**src/rtl/sound_sequencer_pkg.sv**
```systemverilog
// ============================================================================
// Module : sound_sequencer_pkg
// Brief  : Effect codes, sequencer state encoding and counter widths.
// Rev    : 1.0  initial release
// ============================================================================
`default_nettype none

package sound_sequencer_pkg;

    localparam int DUR_W  = 20;
    localparam int HALF_W = 14;

    localparam logic [1:0] SND_NONE   = 2'd0;
    localparam logic [1:0] SND_BOUNCE = 2'd1;
    localparam logic [1:0] SND_WALL   = 2'd2;
    localparam logic [1:0] SND_SPEED  = 2'd3;

    typedef enum logic [1:0] {
        ST_IDLE = 2'd0,
        ST_NOTE = 2'd1,
        ST_GAP  = 2'd2
    } seq_state_t;

    function automatic logic has_second_note(input logic [1:0] code);
        return (code == SND_WALL) || (code == SND_SPEED);
    endfunction

endpackage

`default_nettype wire

```
**src/rtl/sound_sequencer_square_osc.sv**
```systemverilog
// ============================================================================
// Module : square_osc
// Brief  : Square-wave phase generator with restart; wave is the phase for the
//          coming cycle so the caller can register it without extra latency.
// Rev    : 1.0  initial release
// ============================================================================
`default_nettype none

module square_osc
    import sound_sequencer_pkg::*;
(
    input  logic              clk,
    input  logic              clr,
    input  logic              en,
    input  logic              restart,
    input  logic [HALF_W-1:0] half_period,
    output logic              wave
);

    localparam logic [HALF_W-1:0] C_ONE = HALF_W'(1);

    logic              phase;
    logic [HALF_W-1:0] half_cnt;
    logic              at_limit;

    assign at_limit = (half_cnt == (half_period - C_ONE));

    always_comb begin
        wave = phase;
        if (restart) begin
            wave = 1'b1;
        end else if (en && at_limit) begin
            wave = ~phase;
        end
    end

    always_ff @(posedge clk) begin
        if (clr) begin
            phase    <= 1'b0;
            half_cnt <= '0;
        end else begin
            phase <= wave;
            if (restart) begin
                half_cnt <= '0;
            end else if (en) begin
                half_cnt <= at_limit ? '0 : half_cnt + C_ONE;
            end
        end
    end

endmodule

`default_nettype wire

```
**src/rtl/sound_sequencer.sv**
```systemverilog
// ============================================================================
// Module : sound_sequencer
// Brief  : Plays short fixed note patterns on a 1-bit square-wave pin in
//          response to effect codes.
// Rev    : 1.0  initial release
// ============================================================================
`default_nettype none

module sound_sequencer
    import sound_sequencer_pkg::*;
#(
    parameter int HALF_P1  = 13636,
    parameter int HALF_P2  = 9091,
    parameter int HALF_P3  = 6818,
    parameter int NOTE_CYC = 720000,
    parameter int GAP_CYC  = 240000
)(
    input  logic       clk,
    input  logic       clr,
    input  logic [1:0] code_sound,
    input  logic       mute,
    output logic       sound,
    output logic       busy
);

    localparam logic [DUR_W-1:0]  C_NOTE_LAST = DUR_W'(NOTE_CYC - 1);
    localparam logic [DUR_W-1:0]  C_GAP_LAST  = DUR_W'(GAP_CYC - 1);
    localparam logic [DUR_W-1:0]  C_DUR_ONE   = DUR_W'(1);
    localparam logic [HALF_W-1:0] C_HALF_1    = HALF_W'(HALF_P1);
    localparam logic [HALF_W-1:0] C_HALF_2    = HALF_W'(HALF_P2);
    localparam logic [HALF_W-1:0] C_HALF_3    = HALF_W'(HALF_P3);

    seq_state_t        state;
    logic [1:0]        code_q;
    logic [1:0]        pattern;
    logic              note_idx;
    logic [DUR_W-1:0]  dur_cnt;
    logic [HALF_W-1:0] half_period;
    logic              trigger;
    logic              dur_done;
    logic              osc_restart;
    logic              osc_en;
    logic              wave;

    assign trigger     = (code_sound != SND_NONE) && (code_sound != code_q);
    assign dur_done    = (state == ST_NOTE) ? (dur_cnt == C_NOTE_LAST)
                                            : (dur_cnt == C_GAP_LAST);
    assign osc_restart = trigger || ((state == ST_GAP) && dur_done);
    assign osc_en      = (state == ST_NOTE);

    always_comb begin
        half_period = C_HALF_1;
        case (pattern)
            SND_WALL:  half_period = C_HALF_2;
            SND_SPEED: half_period = note_idx ? C_HALF_3 : C_HALF_1;
            default:   half_period = C_HALF_1;
        endcase
    end

    square_osc u_osc (
        .clk         (clk),
        .clr         (clr),
        .en          (osc_en),
        .restart     (osc_restart),
        .half_period (half_period),
        .wave        (wave)
    );

    // A new trigger always wins, even mid-pattern: restart from note 0, no gap.
    always_ff @(posedge clk) begin
        if (clr) begin
            state    <= ST_IDLE;
            code_q   <= SND_NONE;
            pattern  <= SND_NONE;
            note_idx <= 1'b0;
            dur_cnt  <= '0;
            sound    <= 1'b0;
            busy     <= 1'b0;
        end else begin
            code_q <= code_sound;
            if (trigger) begin
                state    <= ST_NOTE;
                pattern  <= code_sound;
                note_idx <= 1'b0;
                dur_cnt  <= '0;
                sound    <= wave & ~mute;
                busy     <= 1'b1;
            end else begin
                case (state)
                    ST_NOTE: begin
                        if (dur_done) begin
                            dur_cnt <= '0;
                            sound   <= 1'b0;
                            if (has_second_note(pattern) && !note_idx) begin
                                state <= ST_GAP;
                                busy  <= 1'b1;
                            end else begin
                                state <= ST_IDLE;
                                busy  <= 1'b0;
                            end
                        end else begin
                            dur_cnt <= dur_cnt + C_DUR_ONE;
                            sound   <= wave & ~mute;
                            busy    <= 1'b1;
                        end
                    end
                    ST_GAP: begin
                        busy <= 1'b1;
                        if (dur_done) begin
                            state    <= ST_NOTE;
                            note_idx <= 1'b1;
                            dur_cnt  <= '0;
                            sound    <= wave & ~mute;
                        end else begin
                            dur_cnt <= dur_cnt + C_DUR_ONE;
                            sound   <= 1'b0;
                        end
                    end
                    default: begin
                        state   <= ST_IDLE;
                        dur_cnt <= '0;
                        sound   <= 1'b0;
                        busy    <= 1'b0;
                    end
                endcase
            end
        end
    end

endmodule

`default_nettype wire

```
**config.mk**
```make
export PLATFORM = sky130hd
export DESIGN_NAME = sound_sequencer
export DESIGN_NICKNAME = d
export VERILOG_FILES = /design/src/rtl/sound_sequencer_pkg.sv /design/src/rtl/sound_sequencer_square_osc.sv /design/src/rtl/sound_sequencer.sv
export SDC_FILE = /design/constraint.sdc
export NUM_CORES = 1
export LEC_CHECK = 0
export BUFFER_PORTS_ARGS = -buffer_cell sky130_fd_sc_hd__buf_4
export CAP_MARGIN = 25
export CORE_MARGIN = 3
export CORE_UTILIZATION = 50
export DETAILED_ROUTE_END_ITERATION = 6
export GPL_TIMING_DRIVEN = 0
export HOLD_SLACK_MARGIN = 0.15
export PLACE_DENSITY = 0.66
export SKIP_CTS_REPAIR_TIMING = 1
export SLEW_MARGIN = 20
export SYNTH_ARGS = -nofsm -noshare
export SYNTH_HDL_FRONTEND = slang
export SYNTH_HIERARCHICAL = 1
export SYNTH_SLANG_ARGS = --single-unit
```
**constraint.sdc**
```tcl
create_clock -name clk -period 10.7 [get_ports clk]
set_input_delay 0.535 -clock clk [delete_from_list [all_inputs] [get_ports clk]]
set_output_delay 0.535 -clock clk [all_outputs]
set_load 0.005 [all_outputs]
```
Word-level counts from Yosys, hierarchy flattened:

Cells that the tools add are included.

* bits in writable memories: 0
* bits in latches: 0
* flip-flop bits (word level): 44
* output and inout bits: 2
* memories kept: 0
* input bits: 5
* ROM bits: 0
* logic and storage cells: 63

* $mul: 0
* bitwise operators: 4
* reductions and logical operators: 15
* mux-type cells: 19
* shift-type cells: 0
* divide/modulo/power cells: 0
* order comparisons: 0
* add/subtract/negate cells: 3
* equal/unequal tests: 12

Operators with widths (number)
* $mux W14: 2
* $pmux W14 S2: 1
* $add A20 B1 Y20 const B: 1
* $eq A20 B18 Y1 const B: 1
* $eq A20 B20 Y1 const B: 1
* $add A14 B1 Y14 const B: 1
* $eq A14 B14 Y1: 1
* $sub A14 B1 Y14 const B: 1
* $mux W1: 10
* $eq A2 B2 Y1 const B: 3
* $mux W2: 3
* $ne A3 B3 Y1 const B: 2
* $reduce_and A2 Y1: 3
* $reduce_or A2 Y1: 3
* $logic_and A1 B1 Y1: 4
* $ne A2 B2 Y1 const B: 2
* $pmux W1 S2: 2
* $pmux W2 S2: 1
* $reduce_or A4 Y1: 1
* $not A1 Y1: 3
* $eq A2 B1 Y1 const B: 1
* $logic_or A1 B1 Y1: 2
* $ne A2 B2 Y1: 1
* $reduce_bool A2 Y1: 1
* 2 further kinds: 2

Depth between registers and ports, before layout:

* depth in word-level cells: 11
* depth in mapped cells: 15
* mapped depth without buffers: 15

Modules after synthesis:

The synthesis kept the hierarchy.

Modules (own cells, without submodules)
* sound_sequencer: instances 1, seq. area each 580.6 um^2, area each 1386.3 um^2, cells an instance 164
* square_osc: instances 1, seq. area each 300.3 um^2, area each 1367.6 um^2, cells an instance 157

Worst setup path after synthesis:

OpenSTA, ideal clock, no wires.

* path kind: flip-flop to flip-flop
* from: register pattern[0]
* to: register sound
* required time: 10.585 ns
* arrival time: 4.059 ns
* setup slack: 6.525 ns
* period minus slack after synthesis: 4.175 ns
* library setup time: 0.115 ns
* buffers on the path: 0
* cell stages (with the launch flop): 14
* path through: dfxtp_1 inv_1 o21ai_0 inv_1 or4_4 or4_1 a32o_1 a31oi_4 nor4_2 xnor2_1 nand2_1 nand2b_1 a21oi_1 and3_1

* longest elaborated chain between the ends: 11
* elaborated cells between the ends (all ways): 13
* classes of those cells: add/sub: 1; eq/ne: 3; mux: 7; bitwise: 1; reduce/logical: 1

RTL lines
* start: declaration: line sound_sequencer.sv:35 `logic [1:0] pattern;`
* start signal: assignment: line sound_sequencer.sv:83 `pattern <= code_sound;`
* $eq A2 B2 Y1: line sound_sequencer.sv:53 `case (pattern)`
* $pmux W14 S2 (*): line sound_sequencer.sv:53
* named net half_period[10]: line sound_sequencer.sv:38 `logic [HALF_W-1:0] half_period;`
* $sub A14 B1 Y14 (*): line sound_sequencer_square_osc.sv:26 `assign at_limit = (half_cnt == (half_period - C_ONE));`
* $eq A14 B14 Y1 (*): line sound_sequencer_square_osc.sv:26
* $logic_and A1 B1 Y1 (*): line sound_sequencer_square_osc.sv:32 `end else if (en && at_limit) begin`
* $mux W1 (*): line sound_sequencer_square_osc.sv:32
* $mux W1 (*): line sound_sequencer_square_osc.sv:30 `if (restart) begin`
* named net wave: line sound_sequencer.sv:43 `logic wave;`
* $and A1 B1 Y1 (*): line sound_sequencer.sv:86, sound_sequencer.sv:103, sound_sequencer.sv:113
* $mux W1 (on tied branches): line sound_sequencer.sv:109, sound_sequencer.sv:91
* $pmux W1 S2: line sound_sequencer.sv:89 `case (state)`
* $mux W1 (*): line sound_sequencer.sv:81 `if (trigger) begin`
* end signal: assignment: line sound_sequencer.sv:86 `sound <= wave & ~mute;`
* end signal: assignment: line sound_sequencer.sv:103 `sound <= wave & ~mute;`
* end signal: assignment: line sound_sequencer.sv:113 `sound <= wave & ~mute;`
* end: declaration: line sound_sequencer.sv:22 `output logic sound,`

The timed path passes the listed nets; every way through them passes the cells marked *.
A chain may end at the register's enable or synchronous reset.

Worst setup path in the final report:

Same ends and word-level chain as after synthesis.

==> impl_results.md <==
- Status: completed
- Count of state elements after synthesis: 44
- WP buf/inv: 4
- Clock Skews: between 0.004 and 0.005 ns
- RSZ-0062 raised after global routing: no
- Vias post-DR: between 2,000 and 2,500
- Number of global-route vias before repair: 2,109
- Worst-Margin Slew: approximately 0.61 ns
- FILL cells: 500
- Num CTS Buffers: 5
- CTS root buf: clkbuf_8
- Slew Viols, Final: 0
- Crit path time final: approximately 3.8 ns
- Largest family of logic cells by synthesized area: simple AND/OR/NAND/NOR gates
- DR iter-0 viols: 69
- Largest net degree at the start of global routing: 17
- Placed inst area: between 0.002 and 0.003 mm^2
- Hold Path Class: reg2reg
- Sequential cell area fraction in the yosys report: 32.0%
- Final worst slack: 6.91 ns
- Clk buf depth: 2
- Cell repeated most along the worst path: inv_1
- Lkg Pwr: just under 1 nW
- Detail Route Antenna Nets: 0
- Delay-heaviest family, CP: simple AND/OR/NAND/NOR gates
- ANT cells: 0
- Total grt overflow: 0
- Initial antenna violation count: 0
- Std-Cell Rows: 26
- Tot GR Track Use: 18.8%
- H-tree lvl count: 2
- Final setup violation count: 0
- First-pass GRT wire length: around 9.8 mm
- Mux contribution to synthesized area: 0.772%
- Fmax: 264 MHz
- Clock Latency Late Sink: 0.29 ns
- CP Data Arrival Time: around 4.0 ns
- Slowest stage cell, crit path: o311ai_0
- R2R setup slack: around 6.9 ns
- Setup total negative slack: 0 ns
- CP Capture Type: flop
- Final-report hold violation count: 0
- CP peak stage delay: between 0.5 and 0.6 ns
- Port bufs: 6
- Post-Syn Area: roughly 0.0028 mm^2
- Normalized max-slew margin: 58.9%
- Post-synth top cells: 44 x dfxtp_1, 39 x nor2_1, 27 x xnor2_1
- Yosys synthesis warning count: 6
- Max cap viols: 0
- XOR/XNOR share of the synthesized area: about 13%
- Reg clk slew, reported paths: approximately 0.08 ns
- Die area: about 0.0064 mm^2
- TritonRoute pass-1 iters: 4
- Fraction of layout cells with a size suffix above 1: 12.8%
- Avg Cell Area, Syn: approximately 8.6 um^2
- Hold_sp: dur_cnt[0]
- Most common cell in the synthesized netlist: dfxtp_1
- Main synth FF type: dfxtp_1
- Most area-consuming cells after synthesis: dfxtp_1 32%, xnor2_1 8.6%, nor2_1 5.3%, xor2_1 4.1%, nor2_4 3.7%
- Post-Route WL: about 5.4 mm
- Ports: 7
- Final GP Congestion: ~0.80
- Hpwl dp: between 4 and 5 mm
- Area of the core: between 0.005 and 0.006 mm^2
- Post-synthesis compound-gate area fraction: 11.5%
- Count of different cell masters after synthesis: 62
- Post-Route Utilization: between 50% and 60%
- WS Path Type: reg2reg
- Ys async rst share: 0%
- Yosys top cell by area: dfxtp_1
- Worst EP required: roughly 11 ns
- Worst setup startpoint: pattern[0]
- Post-DR wirelength/cell: approximately 13 um
- Design area: about 0.003 mm^2
- Crit path max fanout: 15
- Area grow syn2layout: 9.54%
- Starting density of the core: a little over half
- Die height: approximately 80 um
- Worst slack, placed: ~7.0 ns
- DR DRC count: 0
- CTS tree: done
- Post-synth EDFFs: 0
- Synth Area in Adders: 2.27%
- Placed insts: approximately 410
- CP startpoint kind: flop
- Synth top area share: 32.0%
- Post-DR vias/cell: between 5 and 6
- Critical path, cell by cell: inv_1 > o21ai_2 > buf_6 > inv_1 > inv_1 > ha_1 > nor4b_4 > nand2_1 > o311ai_0 > o21ai_0 > nor4_2 > xnor2_1 > nand2_1 > nand2b_1 > a21oi_1 > and3_1
- Final worst path period share: a little over a third
- Nets: 354
- CTS Sinks: 44
- Simple-Gate Fraction of Synth Area: 35.8%
- Non-filler cells, final: about 410
- Pwr dens: 103 mW/mm^2
- Die X: 80.2 um
- Synth Instances: around 320
- RR Startpoint: pattern[0]
- Worst VDD drop: between 0.08 and 0.09 mV
final timing paths:
path                                    to  depth (start not counted)
worst max register to register       sound                         16
worst min register to register  dur_cnt[0]                          1
worst max-delay path                 sound                         16
worst min-delay path            dur_cnt[0]                          1
cell families after synthesis:
logic type                 count (synthesis)
DFF                                       44
buffers and inverters                     24
muxes                                      2
other                                      1
xor gates and xnor gates                  40
AOI/OAI and AO/OA                         41
and+or+nand+nor                          164
adders and majority gates                  5
state kept, by name, indices dropped and copies added, names as in the netlist:
name	cells
note_idx	1
dur_cnt	20
pattern	2
state	2
u_osc/half_cnt	14
busy	1
sound	1
u_osc/phase	1
code_q	2
final cells by class:
cell class              instances  area, um^2  area share (%)
well taps                      70        87.6            2.90
clock buffers                   5        68.8            2.28
plain buffers                   5        61.3            2.03
repair buffers                  7        56.3            1.87
inverters                      19        71.3            2.36
clock inverters                 2        12.5           0.415
multi-input cells             262        1780            58.9
flip-flops and latches         44         881            29.2
routing by layer:
layer / up-vias / GRT usage [%] / wire length, um
met5: - / 0 / 0
met4: 0 / 4.56 / 63
met3: 7 / 3.03 / 148
met2: 33 / 29.1 / 2320
met1: 1059 / 27.3 / 2840
li1: 1178 / - / -
power by group:
part / internal [mW] / switching [mW] / total, mW
clock network: 0.0442 / 0.0547 / 0.0989
registers: 0.166 / 0.00194 / 0.168
logic: 0.0173 / 0.0274 / 0.0446
placed cells by master, fill, tap and decap left out, types with 6 or more instances in the layout:
master / netlist / routed
nor2b_1: 7 / 7
dfxtp_1: 44 / 44
o21ai_0: 7 / 6
nor2_1: 39 / 39
inv_1: 19 / 19
nor3_1: 15 / 15
and4_1: 6 / 6
nand4_1: 8 / 8
buf_4: 1 / 7
nor2_4: 9 / 9
a21oi_1: 7 / 7
xor2_1: 13 / 13
nand3_1: 13 / 13
nand2_1: 23 / 23
conb_1: 1 / 10
xnor2_1: 27 / 27
stage by stage:
stage          hold WS (ns)  power (mW)
3_3_place_gp          0.431       0.215
2_1_floorplan         0.417       0.205
6_report              0.451       0.312
5_1_grt               0.482       0.328
4_1_cts               0.455       0.316
3_5_place_dp          0.443       0.217
worst register-to-register path, delay by kind of cell, from the launching register on:
family                   cells  cell delay [ns]
AO/OA/AOI/OAI                4             1.10
XOR/XNOR                     1             0.19
adder cells (fa/ha/maj)      1             0.29
buffers and inverters        4             0.63
flip-flops                   1             0.33
AND/OR/NAND/NOR              6             1.17
(Power assumes the default switching activity.)
